### src/rtl/sram_arbiter.sv
// Arbiter sharing one external SRAM between the recorder (writes) and the player (reads).
// Round-robin on contention, fixed-length access cycles, one turnaround cycle after every access.
//
// state   | meaning
// S_IDLE  | sample requests, grant one, latch its address/data
// S_WRITE | WE_N low, DQ driven, for WR_CYCLES cycles
// S_READ  | OE_N low for RD_CYCLES cycles, data captured on exit
// S_TURN  | bus turnaround; ack/valid pulse for the finished access
module sram_arbiter #(
    parameter int ADDR_W    = 20,
    parameter int DATA_W    = 16,
    parameter int WR_CYCLES = 2,
    parameter int RD_CYCLES = 2
) (
    input  logic              i_clk,
    input  logic              i_rst_n,
    input  logic              i_wr_req,
    input  logic [ADDR_W-1:0] i_wr_addr,
    input  logic [DATA_W-1:0] i_wr_data,
    output logic              o_wr_ack,
    input  logic              i_rd_req,
    input  logic [ADDR_W-1:0] i_rd_addr,
    output logic [DATA_W-1:0] o_rd_data,
    output logic              o_rd_valid,
    output logic              o_busy,
    output logic [ADDR_W-1:0] o_SRAM_ADDR,
    output logic [DATA_W-1:0] o_SRAM_DQ,
    output logic              o_SRAM_DQ_OE,
    input  logic [DATA_W-1:0] i_SRAM_DQ,
    output logic              o_SRAM_WE_N,
    output logic              o_SRAM_OE_N,
    output logic              o_SRAM_CE_N,
    output logic              o_SRAM_UB_N,
    output logic              o_SRAM_LB_N
);

    typedef enum logic [1:0] {S_IDLE, S_WRITE, S_READ, S_TURN} state_t;

    localparam logic [2:0] WR_LAST = 3'(WR_CYCLES - 1);
    localparam logic [2:0] RD_LAST = 3'(RD_CYCLES - 1);

    state_t            r_state;
    logic [2:0]        r_cnt;
    logic              r_last_rd;
    logic [ADDR_W-1:0] r_addr;
    logic [DATA_W-1:0] r_dq;
    logic              r_dq_oe;
    logic              r_we_n;
    logic              r_oe_n;
    logic              r_wr_ack;
    logic              r_rd_valid;
    logic [DATA_W-1:0] r_rd_data;

    logic w_grant_wr;
    logic w_grant_rd;

    // On a tie the side that did not win last time is granted.
    assign w_grant_wr = i_wr_req & (~i_rd_req | r_last_rd);
    assign w_grant_rd = i_rd_req & (~i_wr_req | ~r_last_rd);

    always_ff @(posedge i_clk) begin
        if (!i_rst_n) begin
            r_state    <= S_IDLE;
            r_cnt      <= 3'd0;
            r_last_rd  <= 1'b1;
            r_addr     <= '0;
            r_dq       <= '0;
            r_dq_oe    <= 1'b0;
            r_we_n     <= 1'b1;
            r_oe_n     <= 1'b1;
            r_wr_ack   <= 1'b0;
            r_rd_valid <= 1'b0;
            r_rd_data  <= '0;
        end else begin
            r_wr_ack   <= 1'b0;
            r_rd_valid <= 1'b0;
            case (r_state)
                S_IDLE: begin
                    r_cnt <= 3'd0;
                    if (w_grant_wr) begin
                        r_state   <= S_WRITE;
                        r_last_rd <= 1'b0;
                        r_addr    <= i_wr_addr;
                        r_dq      <= i_wr_data;
                        r_we_n    <= 1'b0;
                        r_dq_oe   <= 1'b1;
                    end else if (w_grant_rd) begin
                        r_state   <= S_READ;
                        r_last_rd <= 1'b1;
                        r_addr    <= i_rd_addr;
                        r_oe_n    <= 1'b0;
                    end
                end
                S_WRITE: begin
                    if (r_cnt == WR_LAST) begin
                        r_state  <= S_TURN;
                        r_cnt    <= 3'd0;
                        r_we_n   <= 1'b1;
                        r_dq_oe  <= 1'b0;
                        r_wr_ack <= 1'b1;
                    end else begin
                        r_cnt <= r_cnt + 3'd1;
                    end
                end
                S_READ: begin
                    if (r_cnt == RD_LAST) begin
                        r_state    <= S_TURN;
                        r_cnt      <= 3'd0;
                        r_oe_n     <= 1'b1;
                        r_rd_data  <= i_SRAM_DQ;
                        r_rd_valid <= 1'b1;
                    end else begin
                        r_cnt <= r_cnt + 3'd1;
                    end
                end
                S_TURN: begin
                    r_state <= S_IDLE;
                end
                default: begin
                    r_state <= S_IDLE;
                end
            endcase
        end
    end

    assign o_wr_ack     = r_wr_ack;
    assign o_rd_valid   = r_rd_valid;
    assign o_rd_data    = r_rd_data;
    assign o_busy       = (r_state != S_IDLE);
    assign o_SRAM_ADDR  = r_addr;
    assign o_SRAM_DQ    = r_dq;
    assign o_SRAM_DQ_OE = r_dq_oe;
    assign o_SRAM_WE_N  = r_we_n;
    assign o_SRAM_OE_N  = r_oe_n;
    assign o_SRAM_CE_N  = 1'b0;
    assign o_SRAM_UB_N  = 1'b0;
    assign o_SRAM_LB_N  = 1'b0;

endmodule

### config.mk
export PLATFORM = sky130hd
export DESIGN_NAME = sram_arbiter
export DESIGN_NICKNAME = d
export VERILOG_FILES = /design/src/rtl/sram_arbiter.sv
export SDC_FILE = /design/constraint.sdc
export NUM_CORES = 1
export LEC_CHECK = 0
export BUFFER_PORTS_ARGS = -buffer_cell sky130_fd_sc_hd__buf_2
export CAP_MARGIN = 20
export CORE_MARGIN = 3
export CORE_UTILIZATION = 30
export CTS_CLUSTER_SIZE = 24
export DETAILED_ROUTE_END_ITERATION = 6
export GPL_ROUTABILITY_DRIVEN = 0
export GPL_TIMING_DRIVEN = 0
export PLACE_DENSITY = 0.62
export SYNTH_ARGS = -nofsm -noshare
export SYNTH_HDL_FRONTEND = slang
export SYNTH_SLANG_ARGS = --single-unit
### constraint.sdc
create_clock -name i_clk -period 2 [get_ports i_clk]
set_input_delay 0.1 -clock i_clk [delete_from_list [all_inputs] [get_ports i_clk]]
set_output_delay 0.1 -clock i_clk [all_outputs]
set_load 0.01 [all_outputs]
=== Word level (Yosys, flattened, before mapping) ===
Index checks and enable logic that the tools add are counted.

* Bitwise operators: 7
* Reductions and logical operators: 15
* Multiplexer cells: 20
* $add $sub $neg: 1
* Equal/unequal tests: 11

{| class="wikitable"
|+ Operators with widths
! cell !! number
|-
| two-way mux 20 bit || 2
|-
| AND reduction 2 bit || 6
|-
| != test 2 bit (second input constant) || 5
|-
| nonzero test 2 bit || 5
|-
| two-way mux 1 bit || 9
|-
| two-way mux 2 bit || 3
|-
| one-hot mux 1 bit (2 select lines) || 3
|-
| one-hot mux 2 bit (3 select lines) || 1
|-
| one-hot mux 3 bit (2 select lines) || 1
|-
| == test 2 bit (second input constant) || 2
|-
| AND reduction 4 bit || 1
|-
| adder 3 x 1 -> 3 bit (second input constant) || 1
|-
| == test 3 x 1 -> 1 bit (second input constant) || 1
|-
| two-way mux 3 bit || 1
|-
| != test 3 bit (second input constant) || 1
|-
| inverter 1 bit || 3
|-
| AND reduction 3 bit || 1
|-
| bitwise AND 1 bit || 2
|-
| == test 2 x 1 -> 1 bit (second input constant) || 1
|-
| logical NOT 2 bit || 1
|-
| != test 2 x 1 -> 1 bit (second input constant) || 1
|-
| OR 1 bit || 2
|-
| OR reduction 2 bit || 1
|}

* Flip-flop bits (word level): 63
* Input port bits: 76
* Output and inout port bits: 61
* Logic and storage cells: 65

=== Depth between registers and ports, before layout ===
* Depth after elaboration: 6
* Mapped depth: 8
* Gate-level depth less buffers: 5

=== Worst setup path before layout ===
No wires, ideal clock.

* Kind: register to register
* From: reg r_state[0]
* To: reg r_state[0]
* Required time: 1.883 ns
* Setup time: 0.117 ns
* Slack: 0.547 ns
* Buffers on the path: 1
* Period minus slack after synthesis: 1.453 ns
* Cell stages (with the launch flop): 7
* Data arrival time: 1.337 ns
* Cell sequence: dfxtp_1 inv_1 ha_1 buf_2 inv_1 o32a_1 o22a_1

* Longest elaborated chain between the ends: 4
* Elaborated cells between the ends (all ways): 9
* Classes of those cells: eq/ne: 5; mux: 1; reduce/logical: 3

{| class="wikitable"
|+ Ends and longest elaborated chain
! item !! RTL line !! text
|-
| from (decl) || 42 || <nowiki>state_t r_state;</nowiki>
|-
| from (signal assigned) || 63 || <nowiki>r_state <= S_IDLE;</nowiki>
|-
| from (signal assigned) || 81 || <nowiki>r_state <= S_WRITE;</nowiki>
|-
| from (signal assigned) || 88 || <nowiki>r_state <= S_READ;</nowiki>
|-
| == test 2 bit or == test 2 x 1 -> 1 bit (tied branches) || 77 || <nowiki>case (r_state)</nowiki>
|-
| OR reduction 2 bit (no line) || - ||
|-
| != test 2 x 1 -> 1 bit (no line) || - ||
|-
| AND reduction 2 bit (no line) || - ||
|}

Several ways; a longest one is shown, not always the timed one.
A chain may end at the register's enable or synchronous reset.

=== Worst setup path in the final report ===
* From: reg r_state[0]
* To: reg r_dq[9], in the netlist o_SRAM_DQ[9]

* Longest elaborated chain between the ends: 2

{| class="wikitable"
|+ Ends and longest elaborated chain
! item !! RTL line !! text
|-
| logical NOT 2 bit || 77 ||
|-
| AND reduction 2 bit (no line) || - ||
|-
| to (signal assigned) || 84 || <nowiki>r_dq <= i_wr_data;</nowiki>
|-
| to (decl) || 46 || <nowiki>logic [DATA_W-1:0] r_dq;</nowiki>
|}

No other way between the ends.

==> results.md <==
* Status: completed
* Critical path required time at between 2 and 2.5 ns
* Post-DP Area at 3480 um2
* Period minus WS final at around 1.7 ns
* Crit-path max cell delay at 0.38 ns
* Setup repair bufs after CTS at 0
* CP max-delay cell: dfxtp_1
* Fin nets at between 500 and 600
* Final Cell Area at 3890 um2
* Most frequent cells in the layout: buf_2 (142), dfxtp_1 (63), o21ai_0 (56)
* Diodes inserted at 0
* Global-route wire length before repair at 13300 um
* Synth Register Bits at 63
* Async S/R FF share, synth at 0
* Clk_lat worst skew at 0.34 ns
* Clk slew on worst S/H paths at ~0.07 ns
* Synth Area in Simple Gates at 0.159
* Final number of hold-violating endpoints at 0
* Clock net sink count at 63
* Unique cell type count in the Yosys netlist at 37
* Internal Power at around 2900 uW
* Avg WL per Cell at 13.8 um
* Setup Skew at 0.0104 ns
* Count of final setup violators at 0
* Area of the core at 8460 um2
* Sequential share of power at 0.377
* Tcrit/Tclk final at 0.834
* Power density cells at 1110 nW/um2
* Critical path class: flip-flop to flip-flop
* Vias per cell at 4.93
* Combinational Power Share at 0.330
* Total GRT Usage at 0.164
* XOR/XNOR Fraction of Synth Area at 0
* Router iterations before antenna repair at 4
* Clock Tree Root: clkbuf_8
* Sw frac at 0.340
* Crit path max fanout at 10
* Synth warn at 0
* Die height at 101 um
* Post-synth EDFFs at 0
* Psw at between 1000 and 1500 uW
* I/O pin count at 137
* Mux contribution to synthesized area at 0.00373
* Synth Area in Compound Gates at 0.268
* WP data arrival at 1.94 ns
* Final WS setup at roughly 0.33 ns
* Post-detail-place hpwl at 6000 um
* Fmax at 599 MHz
* Total die area at 10100 um2
* Post-route ant nets at 0
* Most common cell after layout, fill and taps aside: buf_2
* Routed vias at 2979
* Pre-CTS setup slack at 0.190 ns
* Synthesized area per cell at between 8 and 9 um2
* Chip Width at 101 um
* Max IR drop VDD at ~0.38 mV
* Mapped Cells at 332
* # rows at 33
* Synth-to-layout area growth at 45.0%
* HP Class: input port to flip-flop
* Fin. max-slew vios at 0
* Vias in the first global route at 2790
* Initial antenna violation count at 0
* Layout cell share with drive strength beyond 1 at 0.341
* Post-layout util at 0.460
* Seq/Total Area, Yosys at 0.470
* Hold WS at 0.00997 ns
* Num CTS Buffers at 9
* DR iter-0 viols at 173
* DRC at 0
* Clock power frac at 0.293
* Max-capacitance violation count at 0
* Worst path cell trace: inv_1 -> ha_1 -> buf_2 -> nand2_1 -> clkbuf_2 -> o21ai_0 -> a21oi_1
* Initial Utilization at 0.317
* Largest family of logic cells by synthesized area: compound AO/OA/AOI/OAI gates
* H-tree levels at 3
* Pin count of the biggest net entering global routing at 12
* Synth Cell Area at 2680 um2
* TritonCTS clock tree: built
* Startpoint Class: flip-flop
* Clk buf depth at 2
* Crit end category: flip-flop
* Final WL at roughly 8400 um
* Post-Synth Adder-Cell Area at 0.0186
* Setup TNS at 0 ns
* IO buf count at ~130
* Prevailing post-synth register cell: dfxtp_1
* RSZ-0062 raised after global routing: no
* Total gr overflow at 0
* Leak at ~0.0018 uW
==> worst paths after layout <==
path	from	end	slack [ns]	depth (start not counted)
worst max-delay path	r_state[0]$_SDFFE_PN0P_	o_SRAM_DQ[9]$_SDFFE_PN0P_	0.33	7
worst min-delay path	i_wr_data[13]	o_SRAM_DQ[13]$_SDFFE_PN0P_	0.01	3
worst max register to register	r_state[0]$_SDFFE_PN0P_	o_SRAM_DQ[9]$_SDFFE_PN0P_	0.33	7
worst min register to register	o_rd_data[6]$_SDFFE_PN0P_	o_rd_data[6]$_SDFFE_PN0P_	0.45	2
==> cell families after synthesis <==
family                   after synthesis
AO/OA/AOI/OAI                        131
adder cells (fa/ha/maj)                4
buffers and inverters                 45
flip-flops                            63
multiplexers                           1
other                                  1
AND/OR/NAND/NOR                       87
==> layout make-up <==
class / count / area (um2)
Fill cell: 846 / 4570
Timing Repair Buffer: 149 / 836
Inverter: 9 / 33.8
Tap cell: 105 / 131
Clock inverter: 5 / 80.1
Sequential cell: 63 / 1260
Multi-Input combinational cell: 226 / 1220
Buffer: 36 / 181
Clock buffer: 11 / 151
==> worst max-delay path: cells and delay by family, from the launching register on <==
family / cells / cell delay [ns]
flops: 1 / 0.38
simple gates: 1 / 0.25
buf+inv: 3 / 0.54
compound gates: 2 / 0.26
fa+ha+maj: 1 / 0.19
==> through the flow <==
step / std cells / power (uW)
2_1_floorplan: 334 / 2520
3_5_place_dp: 570 / 3050
6_report: 604 / 4330
5_1_grt: 604 / 4600
3_3_place_gp: 570 / 3030
4_1_cts: 604 / 4360
==> registers in the layout, summed over array words and instances (netlist names) <==
register and cells:
o_rd_valid 1, o_SRAM_DQ 16, o_wr_ack 1, o_SRAM_OE_N 1, r_last_rd 1, r_state 2, r_cnt 3, o_SRAM_ADDR 20
o_SRAM_DQ_OE 1, o_rd_data 16, o_SRAM_WE_N 1
==> power by group through the flow <==
stage                     clock network (uW)  registers, uW  logic (uW)
after global routing                    1350           1660        1590
after global placement                     0           1650        1380
after CTS                               1300           1630        1430
final                                   1270           1630        1430
after floorplan                            0           1740         779
after detailed placement                   0           1650        1400
==> Yosys cell counts, drive strengths merged (3+ instances only) <==
| master | instances | area share |
|---|---|---|
| nand2 | 36 | 0.050 |
| ha | 4 | 0.019 |
| a31oi | 21 | 0.049 |
| nand3 | 36 | 0.067 |
| buf | 21 | 0.046 |
| dfxtp | 63 | 0.47 |
| a21oi | 37 | 0.069 |
| o21ai | 61 | 0.11 |
| nor3b | 3 | 0.010 |
| inv | 9 | 0.013 |
| clkbuf | 15 | 0.021 |
==> timing repair <==
item | in CTS | in global routing
hold buffers | 18 | 0
resized for setup | 0 | 2
setup endpoints to repair | 0 | 9
endpoints found under the hold margin | 18 | 0
==> routing by layer <==
layer  up-vias  global-route usage  part of all wire
met5         -                   0                 0
met4         0              0.0674             0.020
met1      1374               0.206              0.45
met2        96               0.266              0.47
li1       1494                   -                 -
met3        15              0.0415             0.054
Note: power is estimated with default switching activity, not from simulation.
